## config.mk

```make
export PLATFORM = sky130hd
export DESIGN_NAME = hazard_detection_unit
export DESIGN_NICKNAME = d
export VERILOG_FILES = /design/src/rtl/hazard_detection_unit.sv
export SDC_FILE = /design/constraint.sdc
export NUM_CORES = 1
export LEC_CHECK = 0
export ABC_AREA = 0
export CAP_MARGIN = 25
export CORE_MARGIN = 1.5
export CORE_UTILIZATION = 47
export CTS_BUF_LIST = sky130_fd_sc_hd__clkbuf_4
export DETAILED_ROUTE_END_ITERATION = 12
export GPL_TIMING_DRIVEN = 1
export PLACE_DENSITY = 0.83
export SLEW_MARGIN = 20
export SYNTH_ARGS = -nofsm -noshare
export SYNTH_HDL_FRONTEND = slang
export SYNTH_SLANG_ARGS = --single-unit
```

## constraint.sdc

```tcl
create_clock -name clk -period 1.9 [get_ports clk]
set_clock_uncertainty 0.15 [all_clocks]
set_input_delay 0.38 -clock clk [delete_from_list [all_inputs] [get_ports clk]]
set_output_delay 0.38 -clock clk [all_outputs]
set_load 0.005 [all_outputs]
```

## src/rtl/hazard_detection_unit.sv

```systemverilog
// Load-use stall, taken-branch flush and data-memory freeze control for the LEGv8 pipeline.
// Control outputs are Mealy; state, saturating event counters and the wait timeout are registered.
module hazard_detection_unit #(
  parameter int CNT_W    = 16,
  parameter int MAX_WAIT = 64
) (
  input  logic             clk,
  input  logic             reset,
  input  logic [4:0]       IF_ID_RegisterRn1,
  input  logic [4:0]       IF_ID_RegisterRm2,
  input  logic             IF_ID_UsesRm,
  input  logic             ID_EX_MemRead,
  input  logic [4:0]       ID_EX_RegisterRd,
  input  logic             EX_MEM_BranchTaken,
  input  logic             dmem_req,
  input  logic             dmem_ready,
  output logic             PCWrite,
  output logic             IF_ID_Write,
  output logic             ID_EX_Bubble,
  output logic             Pipe_Freeze,
  output logic             IF_ID_Flush,
  output logic             ID_EX_Flush,
  output logic             EX_MEM_Flush,
  output logic [CNT_W-1:0] stall_count,
  output logic [CNT_W-1:0] flush_count,
  output logic [CNT_W-1:0] wait_count,
  output logic             mem_timeout
);

  typedef enum logic [1:0] {RUN, BUBBLE, MEM_WAIT} state_t;

  localparam logic [CNT_W-1:0] ONE        = CNT_W'(1);
  localparam logic [CNT_W-1:0] WAIT_LIMIT = CNT_W'(MAX_WAIT - 1);

  state_t           state, nextState;
  logic             memwait, rdMatch, loaduse;
  logic [CNT_W-1:0] waitRun;

  always_comb begin
    memwait = dmem_req & ~dmem_ready;
    rdMatch = (ID_EX_RegisterRd == IF_ID_RegisterRn1) |
              (IF_ID_UsesRm & (ID_EX_RegisterRd == IF_ID_RegisterRm2));
    // The bubble already sits in ID/EX while in BUBBLE, so the same pair must not stall again.
    loaduse = ID_EX_MemRead & (ID_EX_RegisterRd != 5'd31) & rdMatch & (state != BUBBLE);
  end

  always_comb begin
    PCWrite      = 1'b1;
    IF_ID_Write  = 1'b1;
    ID_EX_Bubble = 1'b0;
    Pipe_Freeze  = 1'b0;
    IF_ID_Flush  = 1'b0;
    ID_EX_Flush  = 1'b0;
    EX_MEM_Flush = 1'b0;
    nextState    = RUN;
    if (memwait) begin
      PCWrite     = 1'b0;
      IF_ID_Write = 1'b0;
      Pipe_Freeze = 1'b1;
      nextState   = MEM_WAIT;
    end else if (EX_MEM_BranchTaken) begin
      IF_ID_Flush  = 1'b1;
      ID_EX_Flush  = 1'b1;
      EX_MEM_Flush = 1'b1;
    end else if (loaduse) begin
      PCWrite      = 1'b0;
      IF_ID_Write  = 1'b0;
      ID_EX_Bubble = 1'b1;
      nextState    = BUBBLE;
    end
  end

  always_ff @(posedge clk) begin
    if (reset) begin
      state       <= RUN;
      stall_count <= '0;
      flush_count <= '0;
      wait_count  <= '0;
      waitRun     <= '0;
      mem_timeout <= 1'b0;
    end else begin
      state <= nextState;
      if (ID_EX_Bubble && stall_count != '1) stall_count <= stall_count + ONE;
      if (EX_MEM_Flush && flush_count != '1) flush_count <= flush_count + ONE;
      if (Pipe_Freeze && wait_count != '1)   wait_count  <= wait_count + ONE;
      if (!memwait) begin
        waitRun <= '0;
      end else begin
        if (waitRun != '1) waitRun <= waitRun + ONE;
        // Sets at the edge closing the MAX_WAIT-th consecutive wait cycle.
        if (waitRun >= WAIT_LIMIT) mem_timeout <= 1'b1;
      end
    end
  end

endmodule

```

==> results.yml, run 1 <==
global_route:
  gr-total-overflow: 0
  grt_usage: 0.246
  grt_max_degree: 47
  antenna_found_initial: 0
  grt_pass1_vias: 3666
  grt_pass1_wl_mm: 16.6
timing:
  hold_violations: 0
  finalCritPeriodShare: 1.07
  relSlewSlack: 0.696
  worst_slack_ps: -134
  fin_hold_ws_ps: 308
  finalCriticalPeriod_ps: 2030
  rsz0062_at_grt: "yes"
  clock.fmax_mhz: 492
  final_max_slew_viol_count: 0
  setup_violations: 16
  tightestPinTransition_ps: 450
layout:
  regArea_um2: 1400
  fin_area_um2: 5310
  antenna_cells: 0
  layout_common_cells: "buf_4, nor2_1, dlygate4sd2_1, dfxtp_2, xnor2_1"
  final_layout_size_suffix_gt1_frac: 0.324
  nets: 590
  syn2layout_area_growth_pct: 49.1
  multi_input_comb_area_um2: 2360
  fillers: 530
  mostFrequentLayoutCell: "buf_4"
floorplanning:
  dieArea_um2: 8110
  design.core.area_um2: 7290
  rows: 31
  io_pins: 78
  die_w_um: 90.0
  initial_core_util: 0.488
  die-height_um: 90.0
routing:
  dr_wl_met3_um: 710
  dr.max_layer_used: "met4"
  drtPass1Iterations: 5
  via_per_inst: 5.74
  drc_errors: 0
  drt_iter0_drc: 258
  antenna_left: 0
  routedWlPerCell_um: 16.0
  met2_length_mm: 5.30
  wl_mm: 10.6
  drt-met1-wl_mm: 4.37
  num_vias: 3829
yosys:
  ys_types: 50
  synth_seq_cells: 67
  syn_inst: 419
  syn_avg_cell_area_um2: 8.50
  synthFlopType: "dfxtp_1"
  ys_seq_area_frac: 0.377
  syn-num-nets: 445
  postSynth.asyncResetShare: 0
  synth-edff-count: 0
  synthesis.area_um2: 3560
  ys_warn_count: 0
setup_path:
  r2r-end: "stall_count[6]$_SDFFE_PP0P_"
  worstSetupEndpointType: "flip-flop"
  cp-startpoint: "IF_ID_RegisterRm2[1]"
  worstPathArrival_ps: 2230
  cp_max_fo: 16
  reg2reg_from: "stall_count[1]$_SDFFE_PP0P_"
  cp-start-kind: "input pin"
  setup.reg_to_reg.worst_slack_ps: -130
  critPathCapture: "stall_count[8]$_SDFFE_PP0P_"
  critical_path_required_ps: 2100
  r2r_cells: 6
  path_class: "input pin to flip-flop"
power_and_ir_drop:
  irDropWorstVdd_uv: 327
  p_leak_nw: 2.20
  power.density_nw_per_um2: 485
placement:
  placed_area_um2: 4930
  gp_congestion: 0.842
  io_buffers: 77
  place_hpwl_mm: 6.93
run_status:
  violations: "negative setup slack"
  status: "complete, but fails checks"
clocking:
  htreeDepth: 3
  clock_sinks: 67
  hold_buffers: 0
  cts-buffers-inserted: 9
  worstSkewPairLatency_ps: 420
  cts_root_buf: "clkbuf_4"
  path_clk_slew_ps: 110
  cts_tree: "done"
  clock_path_buffers: 2
min_path:
  hold_class: "input pin to flip-flop"
job:
  drv_cap: 0
## registers in the layout, summed over array words and instances, names as in the netlist
register and cells:
mem_timeout 1, stall_count 16, wait_count 16, flush_count 16, waitRun 16, state 2
## per-stage QoR
| stage | setup TNS (ps) | setup WS [ps] | util | power [mW] | instances |
|---|---|---|---|---|---|
| after detailed placement | -26830 | -771 | 0.676 | 1.68 | 646 |
| after global routing | -2360 | -193 | 0.728 | 2.66 | 667 |
| after CTS | -1020 | -103 | 0.707 | 2.56 | 665 |
| after global placement | -23540 | -681 | 0.676 | 1.67 | 646 |
| final | -1350 | -134 | 0.728 | 2.58 | 667 |
| after floorplan | -213 | -34.3 | - | 1.56 | 419 |
## how the worst min path moves through the flow
stage / from / endpoint / cells past startpoint
6_report: reset / waitRun[11]$_SDFFE_PP0P_ / 4
5_1_grt: reset / waitRun[11]$_SDFFE_PP0P_ / 4
4_1_cts: reset / waitRun[11]$_SDFFE_PP0P_ / 4
3_5_place_dp: mem_timeout$_SDFFE_PP0P_ / mem_timeout$_SDFFE_PP0P_ / 2
3_3_place_gp: mem_timeout$_SDFFE_PP0P_ / mem_timeout$_SDFFE_PP0P_ / 2
2_1_floorplan: mem_timeout$_SDFFE_PP0P_ / mem_timeout$_SDFFE_PP0P_ / 2
## cell usage after synthesis (all sizes together) (4+ instances only)
master	count	area [um2]
and3	9	56.3
mux2	10	113
nand3	26	130
xnor2	36	315
nor3	15	75.1
clkbuf	9	33.8
a21oi	16	80.1
nor2b	12	75.1
xor2	7	61.3
inv	10	37.5
nand4	19	125
mux2i	6	60.1
nor2	54	203
a31oi	5	31.3
ha	4	50.1
dfxtp	67	1340
and4	10	87.6
o21ai	6	30.0
a2111oi	4	38.8
or3	4	30.0
buf	9	51.3
nor4	13	118
a211oi	5	37.5
nand2	29	109
nand2b	5	31.3
## area by class of cell
class | instances | share of cell area
multi-input combinational | 324 | 0.445
sequential | 67 | 0.264
timing repair buffer | 152 | 0.237
tap | 99 | 0.0233
clock buffer | 11 | 0.0156
clock inverter | 4 | 0.00801
inverter | 10 | 0.00707
## logic make-up (layout without fill, tap and decap cells)
group / count (synthesis) / in the layout / share of synthesized area
simple gates: 212 / 212 / 0.330
flops: 67 / 67 / 0.377
fa+ha+maj: 4 / 4 / 0.0141
compound gates: 49 / 49 / 0.0907
buf+inv: 28 / 177 / 0.0344
xor+xnor: 43 / 43 / 0.106
mux: 16 / 16 / 0.0485
## critical path, stage by stage
cell and delay [ps]:
dlygate4sd2_1 250, xnor2_1 180, nand4_1 180, o22a_2 280, buf_6 190, or4_1 570
a21oi_2 200
## power breakdown
group / switching (mW) / internal, mW
clock network: 0.496 / 0.414
registers: 0.0100 / 1.41
logic: 0.132 / 0.115
total: 0.638 / 1.94
## routing by layer
metal,track usage,up-vias
li1,-,1803
met1,0.308,1820
met2,0.414,175
met3,0.0533,31
met4,0.0899,0
met5,0,-
## what timing repair did
action,CTS,global route
buffers inserted,4,3
resized for setup,109,45
pin swaps,26,15
setup endpoints to repair,60,46
(Power assumes the default switching activity.)
==> run 2: changes to the inputs <==
--- a/config.mk
+++ b/config.mk
@@ -5,14 +5,15 @@
 export SDC_FILE = /design/constraint.sdc
 export NUM_CORES = 1
 export LEC_CHECK = 0
-export ABC_AREA = 0
+export ABC_AREA = 1
 export CAP_MARGIN = 25
 export CORE_MARGIN = 1.5
-export CORE_UTILIZATION = 47
+export CORE_UTILIZATION = 48
 export CTS_BUF_LIST = sky130_fd_sc_hd__clkbuf_4
 export DETAILED_ROUTE_END_ITERATION = 12
 export GPL_TIMING_DRIVEN = 1
 export PLACE_DENSITY = 0.83
+export SKIP_CTS_REPAIR_TIMING = 1
 export SLEW_MARGIN = 20
 export SYNTH_ARGS = -nofsm -noshare
 export SYNTH_HDL_FRONTEND = slang
==> run 2 against run 1 <==
Net effect:
- the run still ends with negative setup slack left
- combinational power up 15%
- sequential share of layout area up 0.062 points
- critical path depth unchanged
- synthesized area rose by 7.9%
- fmax increased by 6.7%
- register-to-register slack better by 210 ps
- non-clock buffer count shrank 35
==> results.yml, run 2 <==
run_status:
  status: "complete, but fails checks"
  violations: "negative setup slack"
clocking:
  cts_tree: "done"
  cts-buffers-inserted: 9
  htreeDepth: 3
  path_clk_slew_ps: 110
  clock_path_buffers: 2
  cts_root_buf: "clkbuf_4"
  clock_sinks: 67
  worstSkewPairLatency_ps: 420
yosys:
  syn_avg_cell_area_um2: 6.50
  synth_seq_cells: 67
  synth.most_common_cell: "nand2_1"
  synthTopCellsByCount: "nand2_1, nor2_1, inv_1, dfxtp_1, a21oi_1"
  synth_top_cell_area_share: 0.349
  synthesis.area_um2: 3840
  syn-num-nets: 617
  synthFlopType: "dfxtp_1"
  ys_types: 39
  synth-simple-area-share: 0.415
  ys_seq_area_frac: 0.349
  synth_area_leaders: "dfxtp_1, nand2_1, nor2_1"
  muxShareOfSynthArea: 0
  synth-edff-count: 0
  postSynth.asyncResetShare: 0
  synth-xor-area-share: 0.0319
  yosys.area_share.adder: 0.0130
  synth_compound_area_frac: 0.0899
  syn_inst: 591
  ys_warn_count: 0
  yosysTopAreaCell: "dfxtp_1"
  synth_top_family_by_area: "simple AND/OR/NAND/NOR gates"
global_route:
  antenna_found_initial: 0
  grt_usage: 0.228
  grt_pass1_wl_mm: 16.0
  grt_pass1_vias: 3877
  grt_max_degree: 21
  gr-total-overflow: 0
timing:
  finalCriticalPeriod_ps: 1910
  setup_violations: 1
  worst_slack_ps: -7.33
  finalCritPeriodShare: 1.00
  rsz0062_at_grt: "yes"
  relSlewSlack: 0.692
  final_max_slew_viol_count: 0
  hold_violations: 0
  clock.fmax_mhz: 524
  tightestPinTransition_ps: 458
power_and_ir_drop:
  power.density_nw_per_um2: 506
  seqPwrFrac: 0.517
  p_sw_mw: 0.665
  power_frac_clock: 0.379
  switching_share: 0.244
  p_leak_nw: 2.38
  finalPower_mw: 2.72
  irDropWorstVdd_uv: 439
  p_int_mw: 2.06
  comb_power_share: 0.104
setup_path:
  critical_path_required_ps: 1370
  worstSetupEndpointType: "output port"
  slowest_delay_ps: 310
  cp_max_fo: 2
  worstPathArrival_ps: 1380
  cp_slowest_cell: "dfxtp_1"
  cp-startpoint: "state[0]$_SDFF_PP0_"
  setup.reg_to_reg.worst_slack_ps: 80
  path_class: "flip-flop to output port"
  worstPathCellList: "inv_1, o211ai_1, nor2_2, buf_6, nand3_4, inv_2, buf_6"
  reg2reg_from: "stall_count[0]$_SDFFE_PP0P_"
  cp-start-kind: "flip-flop"
  critPathMostFrequentCell: "buf_6"
routing:
  wl_mm: 10.2
  drt_iter0_drc: 214
  num_vias: 4279
  antenna_left: 0
  via_per_inst: 5.26
  drtPass1Iterations: 5
  routedWlPerCell_um: 12.5
  drc_errors: 0
placement:
  gp_congestion: 0.860
  dp_slack_ps: -806
  io_buffers: 77
  place_hpwl_mm: 7.14
layout:
  syn2layout_area_growth_pct: 40.3
  final_layout_size_suffix_gt1_frac: 0.237
  nets: 733
  fillers: 592
  antenna_cells: 0
  mostFrequentLayoutCell: "nand2_1"
  layout_common_cells: "nand2_1, nor2_1, inv_1, clkdlybuf4s50_1, dfxtp_2"
min_path:
  min-delay-start: "wait_count[3]$_SDFFE_PP0P_"
  hold_class: "flip-flop to flip-flop"
floorplanning:
  die_w_um: 92.5
  io_pins: 78
  die-height_um: 92.5
  initial_core_util: 0.497
  rows: 32
  dieArea_um2: 8550
  design.core.area_um2: 7730
job:
  drv_cap: 0
==> run 2: logic make-up after synthesis <==
| group | after synthesis |
|---|---|
| XOR/XNOR | 14 |
| AND/OR/NAND/NOR | 346 |
| adder cells (fa/ha/maj) | 4 |
| flip-flops | 67 |
| buffers and inverters | 93 |
| AO/OA/AOI/OAI | 67 |
==> run 2: power by group through the flow <==
stage / Clock, mW / Sequential (mW) / Combinational (mW)
finish: 1.03 / 1.41 / 0.284
global route: 1.12 / 1.41 / 0.309
CTS: 1.06 / 1.42 / 0.253
detailed placement: 0 / 1.45 / 0.252
global placement: 0 / 1.45 / 0.245
floorplan: 0 / 1.45 / 0.121
==> run 2: area by class of cell <==
| type | count | area, um2 | share of cell area |
|---|---|---|---|
| clock buffer | 9 | 67.6 | 0.0125 |
| tap | 102 | 128 | 0.0237 |
| timing repair buffer | 117 | 1160 | 0.215 |
| inverter | 81 | 308 | 0.0571 |
| sequential | 67 | 1420 | 0.264 |
| clock inverter | 7 | 82.6 | 0.0153 |
| multi-input combinational | 431 | 2220 | 0.412 |
==> run 2: metrics by stage <==
| stage | std cells | hold slack [ps] | cell area (um2) | util | setup TNS [ps] |
|---|---|---|---|---|---|
| 2_1_floorplan | 591 | 302 | 3840 | - | 0 |
| 3_3_place_gp | 784 | 307 | 4850 | 0.628 | -13050 |
| 3_5_place_dp | 784 | 303 | 4850 | 0.628 | -15580 |
| 4_1_cts | 800 | 345 | 5000 | 0.648 | -5040 |
| 5_1_grt | 814 | 337 | 5390 | 0.697 | -307 |
| 6_report | 814 | 312 | 5390 | 0.697 | -7.33 |
==> run 2: worst paths after layout <==
check | end | depth (start not counted)
max | ID_EX_Bubble | 7
min | wait_count[3]$_SDFFE_PP0P_ | 1
max reg2reg | stall_count[1]$_SDFFE_PP0P_ | 10
min reg2reg | wait_count[3]$_SDFFE_PP0P_ | 1
==> run 2: layer usage <==
layer  vias to the layer above  wire [um]  global-route usage
met5                         -          0                   0
met1                      1973       4230               0.268
met2                       145       5060               0.385
met4                         0        278               0.106
met3                        37        592              0.0608
li1                       2124          -                   -
==> run 2: worst max-delay path: cells and delay by family, from the launching register on <==
kind | cells | cell delay (ps)
simple gates | 2 | 240
compound gates | 1 | 90
buf+inv | 4 | 330
flops | 1 | 310
==> RTL edit (flow settings as in run 1) <==
Make the reset (`reset`) asynchronous in one clocked block.
--- a/src/rtl/hazard_detection_unit.sv
+++ b/src/rtl/hazard_detection_unit.sv
@@ -71,5 +71,5 @@
   end
 
-  always_ff @(posedge clk) begin
+  always_ff @(posedge clk or posedge reset) begin
     if (reset) begin
       state       <= RUN;
Behaviour: differs if reset is asserted again (counterexample within 4 cycles, from zero or initial values and one cycle with reset high); with reset held inactive, the same outputs for 10 cycles.
==> RTL edit against run 1 <==
Worst hold slack worse by 43 ps; register-to-register slack worse by 50 ps; worst setup slack worse by 57 ps; area after synthesis is 7.8% lower; sequential cell count stayed put; the run still ends with negative setup slack left; synthesized cell count is 25% lower; via count is 17% lower; wire length is 8.2% lower; utilization is 4.9 points higher; critical path depth stayed put; design area is 1.2% lower.
Power is not compared: it rests on default switching activity, and its combinational part moved more than twofold at a synthesized area within 25%.
==> RTL edit: results (changes against run 1) <==
outcome: "finished, violations left"  # unchanged
failing_checks: "negative setup slack"  # unchanged
layout_setup_ws_ps: -192  # was -134 ps
synth-seq-area-share: 0.511  # was 0.377
grt_pass1_vias: 3039  # was 3,666
worst_slew_pin_slew_ps: 375  # was 450 ps
synth-compound-area-share: 0.0362  # was 0.0907
finalInstanceArea_um2: 5250  # was 5310 µm²
synthTopCellsByCount: "dfrtp_1, xnor2_1, nor2_1, nand2_1, xor2_1"  # was dfxtp_1, nor2_1, xnor2_1, nand2_1, nand3_1
layout.filler_cells: 397  # was 530
synthArstFlopShare: 1.00  # was 0
syn-mean-instance-area_um2: 10.4  # was 8.50 µm²
finalNonFillerCells: 586  # was 667
firstDrtPassIters: 4  # was 5
drive_above_1_share: 0.374  # was 0.324
post_cts.resized_instances: 121  # was 109
synth_mux_area_frac: 0.0198  # was 0.0485
grt_start_max_net_pins: 68  # was 47
totalWireLength_um: 9770  # was 10,600 µm
path_max_fanout: 2  # was 16
postPlaceCellArea_um2: 4640  # was 4930 µm²
global_route.usage.total: 0.235  # was 0.246
finalWeightedCongestion: 0.810  # was 0.842
dp_hpwl_um: 5660  # was 6930 µm
cts_setup_buffers: 23  # was 4
wire_length_of_the_first_global_routing_pass_um: 13700  # was 16,600 µm
synth_cell_type_count: 37  # was 50
setup_viol: 14  # was 16
drt_first_iter_violations: 218  # was 258
max_incr_delay_on_cp_ps: 290  # was 570 ps
yosys.area_share.xor_xnor: 0.165  # was 0.106
routed_via_density: 5.43  # was 5.74
critPathArrivalTime_ps: 1560  # was 2230 ps
synth.top_cells.by_area: "dfrtp_1, xnor2_1, xor2_1, and3_1, nand3_1"  # was dfxtp_1, xnor2_1, nor2_1, nand3_1, mux2_1
placedCellCount: 531  # was 646
==> RTL edit: changes by cell type after synthesis, sizes merged, moves of 9 or more <==
| cell | before | now |
|---|---|---|
| a21oi | 16 | 7 |
| dfrtp | 0 | 67 |
| dfxtp | 67 | 0 |
| nor2 | 54 | 28 |
| xor2 | 7 | 27 |
==> RTL edit: metrics by stage <==
step	hold WS (ps)	total power [µW]	setup slack, ps
after floorplan	301	2050	-106
after global placement	288	2640	-953
after detailed placement	308	2680	-999
after CTS	277	3460	-300
after global routing	305	3740	-292
final	265	3560	-192
==> RTL edit: routing by layer <==
metal / wire [µm] / track usage / share of wire
met5: 0 / 0 / 0
met4: 209 / 0.0938 / 0.021
met3: 519 / 0.0333 / 0.053
met2: 5200 / 0.412 / 0.53
met1: 3840 / 0.291 / 0.39
==> RTL edit: area by class of cell <==
type	instances	area share
multi-input cells	234	0.343
flip-flops and latches	67	0.320
repair buffers	184	0.294
well taps	80	0.0191
clock buffers	9	0.0129
inverters	8	0.00787
clock inverters	4	0.00405
==> RTL edit: path summary, 6_finish.rpt <==
kind | from | to | slack, ps | cells past startpoint
min reg2reg | mem_timeout | mem_timeout | 330 | 1
min in group clk | mem_timeout | mem_timeout | 330 | 1
max reg2reg | stall_count[7] | stall_count[5] | -180 | 7
max in group asynchronous | reset | waitRun[4] | 1030 | 3
max | ID_EX_RegisterRd[3] | ID_EX_Bubble | -190 | 7
min | reset | flush_count[15] | 270 | 3
==> RTL edit: power groups by stage <==
stage / clock network (µW) / registers, µW / logic [µW]
global placement: 0 / 1720 / 921
CTS: 739 / 1670 / 1060
global route: 810 / 1690 / 1240
detailed placement: 0 / 1730 / 954
finish: 734 / 1670 / 1160
floorplan: 0 / 1770 / 287
